<file path="src/rtl/rgb_video_pipe.sv">
`default_nettype none
// ============================================================================
// Module   : rgb_video_pipe
// Purpose  : RGB video pipeline stage. Delays the parallel video bus by DELAY
//            pixel clocks and measures incoming frame geometry (active width,
//            height, line-length consistency). Optional colour-bar pattern
//            substitution is compiled in with the RGB_PIPE_PATTERN_EN macro.
// Revision : 1.0 - initial release
// ============================================================================
module rgb_video_pipe #(
    parameter int DATA_W    = 8,
    parameter int DELAY     = 1,
    parameter int CNT_W     = 12,
    parameter int BAR_SHIFT = 4
) (
    input  logic              clk,
    input  logic              reset,
    input  logic              rgb_in_vsync,
    input  logic              rgb_in_hsync,
    input  logic              rgb_in_de,
    input  logic [DATA_W-1:0] rgb_in_data_r,
    input  logic [DATA_W-1:0] rgb_in_data_g,
    input  logic [DATA_W-1:0] rgb_in_data_b,
    output logic              rgb_out_vsync,
    output logic              rgb_out_hsync,
    output logic              rgb_out_de,
    output logic [DATA_W-1:0] rgb_out_data_r,
    output logic [DATA_W-1:0] rgb_out_data_g,
    output logic [DATA_W-1:0] rgb_out_data_b,
    input  logic              pattern_req,
    output logic [CNT_W-1:0]  frame_width,
    output logic [CNT_W-1:0]  frame_height,
    output logic              frame_valid,
    output logic              line_err
);

    localparam int c_PIPE_W = 3 + 3 * DATA_W;

    // Edge detection history
    logic             r_de_d;
    logic             r_vs_d;

    // Measurement state
    logic [CNT_W-1:0] r_px;
    logic [CNT_W-1:0] r_ln;
    logic [CNT_W-1:0] r_line_len;
    logic             r_bad;
    logic             r_synced;
    logic [CNT_W-1:0] r_frame_width;
    logic [CNT_W-1:0] r_frame_height;
    logic             r_frame_valid;
    logic             r_line_err;

    // Data feeding the delay line (pattern or pass-through)
    logic [DATA_W-1:0] w_data_r;
    logic [DATA_W-1:0] w_data_g;
    logic [DATA_W-1:0] w_data_b;

    logic             w_line_end;
    logic             w_frame_start;
    logic             w_len_mismatch;
    logic [CNT_W-1:0] w_ln_after;
    logic [CNT_W-1:0] w_len_after;
    logic             w_bad_after;

    assign w_line_end     = r_de_d & ~rgb_in_de;
    assign w_frame_start  = ~r_vs_d & rgb_in_vsync;
    assign w_len_mismatch = w_line_end && (r_ln != '0) && (r_px != r_line_len);

    // State as it stands after the line end is applied; a frame boundary on
    // the same cycle closes the frame using these values, so the last line
    // still counts in the frame it belongs to.
    assign w_ln_after  = (w_line_end && (r_ln != '1)) ? r_ln + CNT_W'(1) : r_ln;
    assign w_len_after = w_line_end ? r_px : r_line_len;
    assign w_bad_after = r_bad | w_len_mismatch;

    // Previous-cycle de and vsync for edge detection
    always_ff @(posedge clk or negedge reset) begin
        if (!reset) begin
            r_de_d <= 1'b0;
            r_vs_d <= 1'b0;
        end else begin
            r_de_d <= rgb_in_de;
            r_vs_d <= rgb_in_vsync;
        end
    end

    // Saturating active-pixel counter, cleared after each line end
    always_ff @(posedge clk or negedge reset) begin
        if (!reset) begin
            r_px <= '0;
        end else if (w_line_end) begin
            r_px <= '0;
        end else if (rgb_in_de && (r_px != '1)) begin
            r_px <= r_px + CNT_W'(1);
        end
    end

    // Line/frame bookkeeping and registered geometry report
    always_ff @(posedge clk or negedge reset) begin
        if (!reset) begin
            r_ln           <= '0;
            r_line_len     <= '0;
            r_bad          <= 1'b0;
            r_synced       <= 1'b0;
            r_frame_width  <= '0;
            r_frame_height <= '0;
            r_frame_valid  <= 1'b0;
            r_line_err     <= 1'b0;
        end else begin
            r_line_err <= w_len_mismatch;
            if (w_frame_start) begin
                // The first boundary after reset only arms measurement; the
                // partial frame before it is discarded.
                if (r_synced) begin
                    r_frame_width  <= w_len_after;
                    r_frame_height <= w_ln_after;
                    r_frame_valid  <= !w_bad_after && (w_ln_after != '0);
                end
                r_ln       <= '0;
                r_line_len <= '0;
                r_bad      <= 1'b0;
                r_synced   <= 1'b1;
            end else begin
                r_ln       <= w_ln_after;
                r_line_len <= w_len_after;
                r_bad      <= w_bad_after;
            end
        end
    end

`ifdef RGB_PIPE_PATTERN_EN
    logic       r_pat_active;
    logic [2:0] w_bar;

    assign w_bar = r_px[BAR_SHIFT+2:BAR_SHIFT];

    // Pattern request takes effect only at frame boundaries
    always_ff @(posedge clk or negedge reset) begin
        if (!reset) begin
            r_pat_active <= 1'b0;
        end else if (w_frame_start) begin
            r_pat_active <= pattern_req;
        end
    end

    // Colour-bar substitution: bar index picks R/G/B full-scale components
    always_comb begin
        w_data_r = rgb_in_data_r;
        w_data_g = rgb_in_data_g;
        w_data_b = rgb_in_data_b;
        if (r_pat_active) begin
            w_data_r = (rgb_in_de && w_bar[2]) ? {DATA_W{1'b1}} : '0;
            w_data_g = (rgb_in_de && w_bar[1]) ? {DATA_W{1'b1}} : '0;
            w_data_b = (rgb_in_de && w_bar[0]) ? {DATA_W{1'b1}} : '0;
        end
    end
`else
    localparam int c_unused_bar_shift = BAR_SHIFT;
    logic w_unused_pattern_req;

    assign w_unused_pattern_req = pattern_req;
    assign w_data_r             = rgb_in_data_r;
    assign w_data_g             = rgb_in_data_g;
    assign w_data_b             = rgb_in_data_b;
`endif

    logic [c_PIPE_W-1:0] w_stage_in;
    logic [c_PIPE_W-1:0] r_pipe [DELAY];

    assign w_stage_in = {rgb_in_vsync, rgb_in_hsync, rgb_in_de,
                         w_data_r, w_data_g, w_data_b};

    // DELAY-stage shift register carrying sync, de and pixel data together
    always_ff @(posedge clk or negedge reset) begin
        if (!reset) begin
            for (int i = 0; i < DELAY; i++) begin
                r_pipe[i] <= '0;
            end
        end else begin
            r_pipe[0] <= w_stage_in;
            for (int i = 1; i < DELAY; i++) begin
                r_pipe[i] <= r_pipe[i-1];
            end
        end
    end

    assign {rgb_out_vsync, rgb_out_hsync, rgb_out_de,
            rgb_out_data_r, rgb_out_data_g, rgb_out_data_b} = r_pipe[DELAY-1];

    assign frame_width  = r_frame_width;
    assign frame_height = r_frame_height;
    assign frame_valid  = r_frame_valid;
    assign line_err     = r_line_err;

endmodule
`default_nettype wire

</file>
<file path="config.mk">
export PLATFORM = sky130hd
export DESIGN_NAME = rgb_video_pipe
export DESIGN_NICKNAME = d
export VERILOG_FILES = /design/src/rtl/rgb_video_pipe.sv
export SDC_FILE = /design/constraint.sdc
export NUM_CORES = 1
export LEC_CHECK = 0
export CAP_MARGIN = 20
export CORE_MARGIN = 2
export CORE_UTILIZATION = 54
export DETAILED_ROUTE_END_ITERATION = 10
export HOLD_SLACK_MARGIN = 0.05
export PLACE_DENSITY = 0.85
export SLEW_MARGIN = 30
export SYNTH_ARGS = -nofsm -noshare
export SYNTH_HDL_FRONTEND = slang
export SYNTH_SLANG_ARGS = --single-unit
</file>
<file path="constraint.sdc">
create_clock -name clk -period 5 [get_ports clk]
set_clock_uncertainty 0.15 [all_clocks]
set_input_delay 1 -clock clk [delete_from_list [all_inputs] [get_ports clk]]
set_output_delay 1 -clock clk [all_outputs]
set_load 0.01 [all_outputs]
</file>
Word level (Yosys, flattened, before mapping)
Index checks and enable logic that the tools add are counted.
Word-level totals
  logic and storage cells: 39
  bits of input ports: 30
  register bits: 93
Cells by class
  bitwise gates (word level): 5
  multiplexer cells: 7
  reduce and logical (&&, ||, !) cells: 10
  add/subtract/negate cells: 2
  equality and inequality tests: 3
Operators with widths (number)
  12-bit 2-to-1 mux: 6
  12-bit by 1-bit adder with 12-bit output (second input constant): 2
  12-bit != test (second input constant): 2
  12-bit nonzero test: 2
  12-bit != test: 1
  1-bit logical AND: 5
  1-bit AND: 2
  1-bit NOT: 2
  2-bit AND reduction: 1
  2-bit nonzero test: 1
  1-bit zero test: 1
  1-bit 2-to-1 mux: 1
  1-bit OR: 1

Depth between registers and ports, before layout
Gate-level depths: netlist (run 1).
  depth in word-level cells: 7
  gate-level depth with buffers: 8
  mapped depth without buffers: 7

Worst setup path before layout (run 1)
OpenSTA, ideal clock, no wires.
  path type: input port to flip-flop
  start: input rgb_in_de
  end: register r_frame_valid (netlist: frame_valid)
  setup time: 0.133 ns
  cell stages on the path: 7
  data arrival time: 2.158 ns
  buffers on the path: 1
  path slack: 2.559 ns
  cell sequence: nand2b_1 buf_4 nor4_4 mux2i_1 nand3_1 nor3_1 a31oi_1
Between the ends
  longest elaborated chain between the ends: 7
  elaborated cells between the ends (all ways): 10
  classes of those cells: mux: 1; bitwise: 3; reduce/logical: 6
RTL lines
  from (decl): line 20  | input logic rgb_in_de,
  1-bit NOT *: line 66  | assign w_line_end = r_de_d & ~rgb_in_de;
  1-bit AND *: line 66
  parallel branches: the longest is 4 deep, another holds 12-bit 2-to-1 mux
  1-bit logical AND *: line 118  | r_frame_valid <= !w_bad_after && (w_ln_after != '0);
  to (signal assigned): line 118
  to (decl): line 51  | logic r_frame_valid;
Every way passes the cells marked *.
A chain may end at the register's enable or synchronous reset.

Worst setup path in the final report (run 1)
Ends and elaborated chain as after synthesis.

==> results of run 1 <==
-- worst max-delay path: stages --
cell,delay [ns]
sky130_fd_sc_hd__clkdlybuf4s50_1,0.57
sky130_fd_sc_hd__nand2b_1,0.46
sky130_fd_sc_hd__nor4_4,0.38
sky130_fd_sc_hd__mux2i_1,0.32
sky130_fd_sc_hd__nand3_1,0.10
sky130_fd_sc_hd__nor3_1,0.22
sky130_fd_sc_hd__a31oi_1,0.11
-- path summary, 6_finish.rpt --
path,from,to,slack (ns),depth (start not counted)
setup reg to reg,r_px[0]$_DFFE_PN0P_,r_px[3]$_DFFE_PN0P_,2.68,6
setup / recovery,rgb_in_de,frame_valid$_DFFE_PN0P_,1.91,7
max in group asynchronous,reset,r_ln[6]$_DFF_PN0_,3.61,1
hold reg to reg,frame_width[8]$_DFFE_PN0P_,frame_width[8]$_DFFE_PN0P_,0.35,2
min in group asynchronous,reset,r_pipe[15]$_DFF_PN0_,0.54,1
hold / removal,frame_width[8]$_DFFE_PN0P_,frame_width[8]$_DFFE_PN0P_,0.35,2
-- cell families after synthesis --
logic type	count (synthesis)	share of synthesized area
muxes	17	0.04487
and+or+nand+nor	128	0.1706
adders and majority gates	3	0.009899
xor gates and xnor gates	19	0.04388
DFF	91	0.6005
buffers and inverters	25	0.03596
AOI/OAI and AO/OA	56	0.09436
-- registers in the layout (all words and copies together) (netlist names) --
| signal | flops |
|---|---|
| frame_height | 12 |
| line_err | 1 |
| r_synced | 1 |
| r_ln | 12 |
| frame_valid | 1 |
| r_line_len | 12 |
| r_px | 12 |
| frame_width | 12 |
| r_bad | 1 |
| r_pipe | 27 |
-- metrics by stage --
stage / instances / util / total power, mW / setup slack (ns) / instance area, sq um
floorplan: 339 / - / 0.9294 / 2.559 / 3792
global placement: 499 / 0.6810 / 1.041 / 1.581 / 4627
detailed placement: 499 / 0.6820 / 1.052 / 1.571 / 4633
CTS: 515 / 0.7116 / 1.554 / 1.937 / 4835
global route: 515 / 0.7116 / 1.612 / 1.802 / 4835
finish: 515 / 0.7116 / 1.548 / 1.907 / 4835
-- cells in the final DEF, fill, tap and decap left out, types with 7 or more instances in the layout --
cell                              synthesis  final
sky130_fd_sc_hd__nand2_1                 36     35
sky130_fd_sc_hd__o21ai_0                 31     31
sky130_fd_sc_hd__nor3_1                   7      7
sky130_fd_sc_hd__nand4_1                  8      8
sky130_fd_sc_hd__nor2_1                  38     38
sky130_fd_sc_hd__nand3_1                 13     13
sky130_fd_sc_hd__clkdlybuf4s50_1          0     80
sky130_fd_sc_hd__xor2_1                  16     16
sky130_fd_sc_hd__clkbuf_8                 0     10
sky130_fd_sc_hd__dfrtp_1                 91     91
sky130_fd_sc_hd__mux2i_1                 17     17
-- metal layers --
metal	vias up	part of all wire	global-route usage	wire (microns)
li1	1318	-	-	-
met1	1380	0.44	0.3266	3625
met2	112	0.47	0.3636	3928
met3	13	0.074	0.05655	612
met4	0	0.015	0.07832	127
met5	-	0	0	0
-- power breakdown --
part	switching, mW	internal (mW)	leakage [nW]
logic	0.113	0.111	0.879
registers	0.0379	0.780	1.19
clock network	0.258	0.248	0.100
-- area by class of cell --
cell class | instances | area [sq um] | share of cell area
clock inverters | 5 | 60.06 | 0.01242
flip-flops and latches | 91 | 2277 | 0.4710
well taps | 96 | 120.1 | 0.02484
clock buffers | 11 | 141.4 | 0.02924
multi-input cells | 223 | 1386 | 0.2867
inverters | 6 | 22.52 | 0.004658
repair buffers | 83 | 827.0 | 0.1711
==> results.sh, run 1 <==
export IMPL_yosys_most_used_dff="sky130_fd_sc_hd__dfrtp_1"
export IMPL_clk_insertion_delay_late_ns=0.35
export IMPL_min_period_over_period=0.6186
export IMPL_synthesis_yosys_warnings=0
export IMPL_final_setup_tns_ns=0
export IMPL_drt_first_iter_violations=235
export IMPL_port_buffer_count=81
export IMPL_final_layout_size_suffix_gt1_frac=0.08115
export IMPL_total_leakage_power_nw=2.166
export IMPL_setup_viol_count_final=0
export IMPL_hold_worst_slack_ns=0.3452
export IMPL_cp_required_ns=5.07
export IMPL_syn_avg_cell_area_sq_um=11.19
export IMPL_clkSlewWorstSetupHoldPaths_ns=0.09
export IMPL_worst_ir_drop_vdd_mv=0.2477
export IMPL_initial_core_util=0.5582
export IMPL_numClockSinks=91
export IMPL_first_global_vias=2828
export IMPL_synth_area_top_cells="sky130_fd_sc_hd__dfrtp_1 60%, sky130_fd_sc_hd__mux2i_1 4.5%, sky130_fd_sc_hd__o21ai_0 4.1%, sky130_fd_sc_hd__nor2_1 3.8%, sky130_fd_sc_hd__xor2_1 3.7%"
export IMPL_ys_seq_area_frac=0.6005
export IMPL_rsz0062_at_grt="no"
export IMPL_post_drt_wl_per_cell_microns=16.10
export IMPL_antenna_violating_nets_post_route=0
export IMPL_post_synth_inst_count=339
export IMPL_worstPathArrival_ns=3.17
export IMPL_cts_tree="yes"
export IMPL_synth_edff_count=0
export IMPL_die_area_sq_mm=0.007709
export IMPL_gr_usage_all_layers=0.2338
export IMPL_timing_hold_worst_class="reg2reg"
export IMPL_dieHeight_microns=87.80
export IMPL_grt_first_pass_wirelength_microns=13790
export IMPL_netlist_area_sq_mm=0.003792
export IMPL_final_report_max_slew_violation_count=0
export IMPL_grt_start_max_net_pins=92
export IMPL_core_rowCount=30
export IMPL_critical_path_startpoint_type="input pin"
export IMPL_core_area_sq_mm=0.006794
export IMPL_grt_antenna_before_repair=0
export IMPL_cts_made_buffers=9
export IMPL_first_pass_iters=4
export IMPL_finalHoldViolCount=0
export IMPL_die_width_microns=87.80
export IMPL_detailedPlacementHpwl_microns=5499
export IMPL_average_via_count_per_standard_cell=5.482
export IMPL_routed_via_count=2823
export IMPL_fillCellCount=442
export IMPL_timing_fmax_mhz=323.3
export IMPL_syn_num_nets=372
export IMPL_path_max_fanout=8
export IMPL_outcome="finished clean"
export IMPL_flow_area_growth_from_synthesis_pct=27.48
export IMPL_most_frequent_cell_after_synthesis="sky130_fd_sc_hd__dfrtp_1"
export IMPL_synthDistinctLibCells=45
export IMPL_ys_seq_elements=91
export IMPL_route_detailed_drc=0
export IMPL_setup_worst_path_class="in2reg"
export IMPL_globalplace_congestion=0.8342
export IMPL_max_cap_violations=0
export IMPL_antenna_cells=0
export IMPL_nets=447
export IMPL_synth_top_area_frac=0.6005
export IMPL_root_buffer="sky130_fd_sc_hd__clkbuf_8"
export IMPL_gr_ovfl_total=0
export IMPL_slew_headroom=0.4736
export IMPL_route_final_wire_length_microns=8293
export IMPL_netlist_top_cells_count="91 x sky130_fd_sc_hd__dfrtp_1, 38 x sky130_fd_sc_hd__nor2_1, 36 x sky130_fd_sc_hd__nand2_1"
export IMPL_async_flop_share=1.000
export IMPL_hold_buffers=0
export IMPL_post_synth_top_area_cell="sky130_fd_sc_hd__dfrtp_1"
export IMPL_worstSetupEndpointType="flip-flop"
export IMPL_io_pins=83
export IMPL_clock_tree_buffer_depth=2
export IMPL_cts_setup_buffers=0
export IMPL_cts_htree_levels=3
export IMPL_cts_resized_gates=0
export IMPL_fin_crit_ns=3.093
export IMPL_power_per_standard_cell_area_mw_per_mm2=320.2
export IMPL_timing_worst_slew_pin_value_ns=0.7896
Power figures use the tool's default switching activity.
==> inputs of run 2 (changes only) <==
--- a/config.mk
+++ b/config.mk
@@ -7,10 +7,10 @@
 export LEC_CHECK = 0
 export CAP_MARGIN = 20
 export CORE_MARGIN = 2
-export CORE_UTILIZATION = 54
+export CORE_UTILIZATION = 45
 export DETAILED_ROUTE_END_ITERATION = 10
 export HOLD_SLACK_MARGIN = 0.05
-export PLACE_DENSITY = 0.85
+export PLACE_DENSITY = 0.76
 export SLEW_MARGIN = 30
 export SYNTH_ARGS = -nofsm -noshare
 export SYNTH_HDL_FRONTEND = slang
==> constraint.sdc (replaced) <==
create_clock -name clk -period 2.61 [get_ports clk]
set_clock_uncertainty 0.15 [all_clocks]
set_input_delay 0.522 -clock clk [delete_from_list [all_inputs] [get_ports clk]]
set_output_delay 0.522 -clock clk [all_outputs]
set_load 0.01 [all_outputs]
==> results.sh, run 2 (synthesis results as in run 1) <==
export IMPL_slowest_stage_cell_crit_path="sky130_fd_sc_hd__dfrtp_1"
export IMPL_top_cell_by_count_worst_path="sky130_fd_sc_hd__nand3_1"
export IMPL_root_buffer="sky130_fd_sc_hd__clkbuf_8"
export IMPL_cpPeakStageDelay_ns=0.46
export IMPL_path_cells="ha_1 > nand3_1 > nor4_4 > mux2i_1 > nand3_1 > nor3_1 > a31oi_1"
export IMPL_route_final_wire_length_microns=7934
export IMPL_timing_fmax_mhz=434.0
export IMPL_min_period_over_period=0.8829
export IMPL_cts_made_buffers=9
export IMPL_cts_tree="yes"
export IMPL_clk_insertion_delay_late_ns=0.35
export IMPL_final_setup_tns_ns=0
export IMPL_crit_path_end="frame_valid$_DFFE_PN0P_"
export IMPL_io_pins=83
export IMPL_finalHoldViolCount=0
export IMPL_grt_antenna_before_repair=0
export IMPL_critical_path_startpoint_type="flip-flop"
export IMPL_slew_headroom=0.6847
export IMPL_setup_viol_count_final=0
export IMPL_die_area_sq_mm=0.009178
export IMPL_largest_reg_flops=27
export IMPL_grt_first_pass_wirelength_microns=13230
export IMPL_largest_register="r_pipe"
export IMPL_final_report_max_slew_violation_count=0
export IMPL_gr_ovfl_total=0
export IMPL_cts_setup_buffers=0
export IMPL_routed_via_count=2756
export IMPL_postLayoutCoreUtil=0.6073
export IMPL_cp_num_cells=7
export IMPL_route_detailed_drc=0
export IMPL_drt_first_iter_violations=236
export IMPL_rsz0062_at_grt="no"
export IMPL_flow_area_growth_from_synthesis_pct=30.91
export IMPL_placed_cell_area_sq_mm=0.004781
export IMPL_antenna_cells=0
export IMPL_worst_ir_drop_vdd_mv=0.3834
export IMPL_setup_worst_path_class="reg2reg"
export IMPL_fin_crit_ns=2.304
export IMPL_fillCellCount=642
export IMPL_layout_common_cells="91 x sky130_fd_sc_hd__dfrtp_1, 80 x sky130_fd_sc_hd__clkdlybuf4s50_1, 38 x sky130_fd_sc_hd__nor2_1"
export IMPL_path_max_fanout=6
export IMPL_most_common_cell_after_layout_fill_and_taps_aside="sky130_fd_sc_hd__dfrtp_1"
export IMPL_gr_usage_all_layers=0.1884
export IMPL_average_via_count_per_standard_cell=5.104
export IMPL_worst_r2r_setup_slack_ns=0.31
export IMPL_port_buffer_count=81
export IMPL_grt_start_max_net_pins=66
export IMPL_detailedPlacementHpwl_microns=5687
export IMPL_nets=464
export IMPL_initial_core_util=0.4639
export IMPL_power_per_standard_cell_area_mw_per_mm2=576.8
export IMPL_worstSetupEndpointType="flip-flop"
export IMPL_globalplace_congestion=0.8596
export IMPL_worstPathArrival_ns=2.38
export IMPL_max_cap_violations=0
export IMPL_first_pass_iters=4
export IMPL_dieHeight_microns=95.80
export IMPL_fin_area_sq_mm=0.004965
export IMPL_r2r_end="frame_valid$_DFFE_PN0P_"
export IMPL_final_layout_size_suffix_gt1_frac=0.1103
export IMPL_cp_startpoint="r_ln[0]$_DFF_PN0_"
export IMPL_post_drt_wl_per_cell_microns=14.69
export IMPL_cts_htree_levels=3
export IMPL_antenna_violating_nets_post_route=0
export IMPL_r2r_start="r_ln[0]$_DFF_PN0_"
export IMPL_r2r_cells=7
export IMPL_clock_tree_buffer_depth=2
export IMPL_power_consumption_mw=2.864
export IMPL_core_rowCount=33
export IMPL_timing_worst_slew_pin_value_ns=0.4713
export IMPL_numClockSinks=91
export IMPL_first_global_vias=2773
export IMPL_die_width_microns=95.80
export IMPL_crit_family="simple AND/OR/NAND/NOR gates"
export IMPL_cp_required_ns=2.69
export IMPL_core_area_sq_mm=0.008175
export IMPL_clkSlewWorstSetupHoldPaths_ns=0.09
export IMPL_total_leakage_power_nw=2.233
export IMPL_path_buf_inv=0
export IMPL_timing_hold_worst_class="reg2reg"
export IMPL_outcome="finished clean"
run 2: how the worst min path moves through the flow:
stage / startpoint / endpoint / cells past startpoint
global route: frame_height[6]$_DFFE_PN0P_ / frame_height[6]$_DFFE_PN0P_ / 2
CTS: frame_height[3]$_DFFE_PN0P_ / frame_height[3]$_DFFE_PN0P_ / 2
floorplan: reset / frame_height[0]$_DFFE_PN0P_ / 0
global placement: reset / r_pipe[11]$_DFF_PN0_ / 1
finish: frame_height[3]$_DFFE_PN0P_ / frame_height[3]$_DFFE_PN0P_ / 2
detailed placement: reset / r_pipe[11]$_DFF_PN0_ / 1
run 2: area by class of cell:
cell class / instances / area, sq um / area share
Sequential cell: 91 / 2277 / 0.4587
Multi-Input combinational cell: 223 / 1381 / 0.2782
Timing Repair Buffer: 100 / 978.4 / 0.1971
Tap cell: 105 / 131.4 / 0.02646
Clock buffer: 9 / 123.9 / 0.02495
Clock inverter: 6 / 50.05 / 0.01008
Inverter: 6 / 22.52 / 0.004536
run 2: what timing repair did:
item                                   in CTS  in global routing
gates resized for setup                     0                  0
hold buffers                                1                  0
endpoints found under the hold margin      26                  0
run 2: power by group:
| part | switching (mW) | internal [mW] | total, mW |
|---|---|---|---|
| clock | 0.512 | 0.351 | 0.863 |
| combinational | 0.211 | 0.227 | 0.437 |
| sequential | 0.0696 | 1.49 | 1.56 |
| total | 0.792 | 2.07 | 2.86 |
run 2: metal layers:
metal  global-route usage  share of wire
met1               0.2657           0.47
met3              0.04855          0.059
met4              0.07024          0.012
met2               0.2821           0.46
met5                    0              0
run 2: worst min-delay path: stages (launching register included):
cell and delay, ns:
sky130_fd_sc_hd__dfrtp_1 0.35, sky130_fd_sc_hd__nand2_1 0.05, sky130_fd_sc_hd__o21ai_0 0.06
run 2: per-stage QoR:
step | instances | worst slack (ns) | hold slack, ns
after floorplan | 339 | 0.6456 | 0.07641
after global placement | 524 | 0.03164 | 0.2926
after detailed placement | 524 | -0.03185 | 0.3009
after CTS | 540 | 0.3317 | 0.3427
after global routing | 540 | 0.1411 | 0.3710
final | 540 | 0.3057 | 0.3369
==> inputs of run 3 (changes only) <==
--- a/config.mk
+++ b/config.mk
@@ -8,6 +8,7 @@
 export CAP_MARGIN = 20
 export CORE_MARGIN = 2
 export CORE_UTILIZATION = 45
+export CTS_CLUSTER_DIAMETER = 40
 export DETAILED_ROUTE_END_ITERATION = 10
 export HOLD_SLACK_MARGIN = 0.05
 export PLACE_DENSITY = 0.76
==> results of run 3 <==
Same layout as run 2: the final DEF is identical, and so are final timing and power.
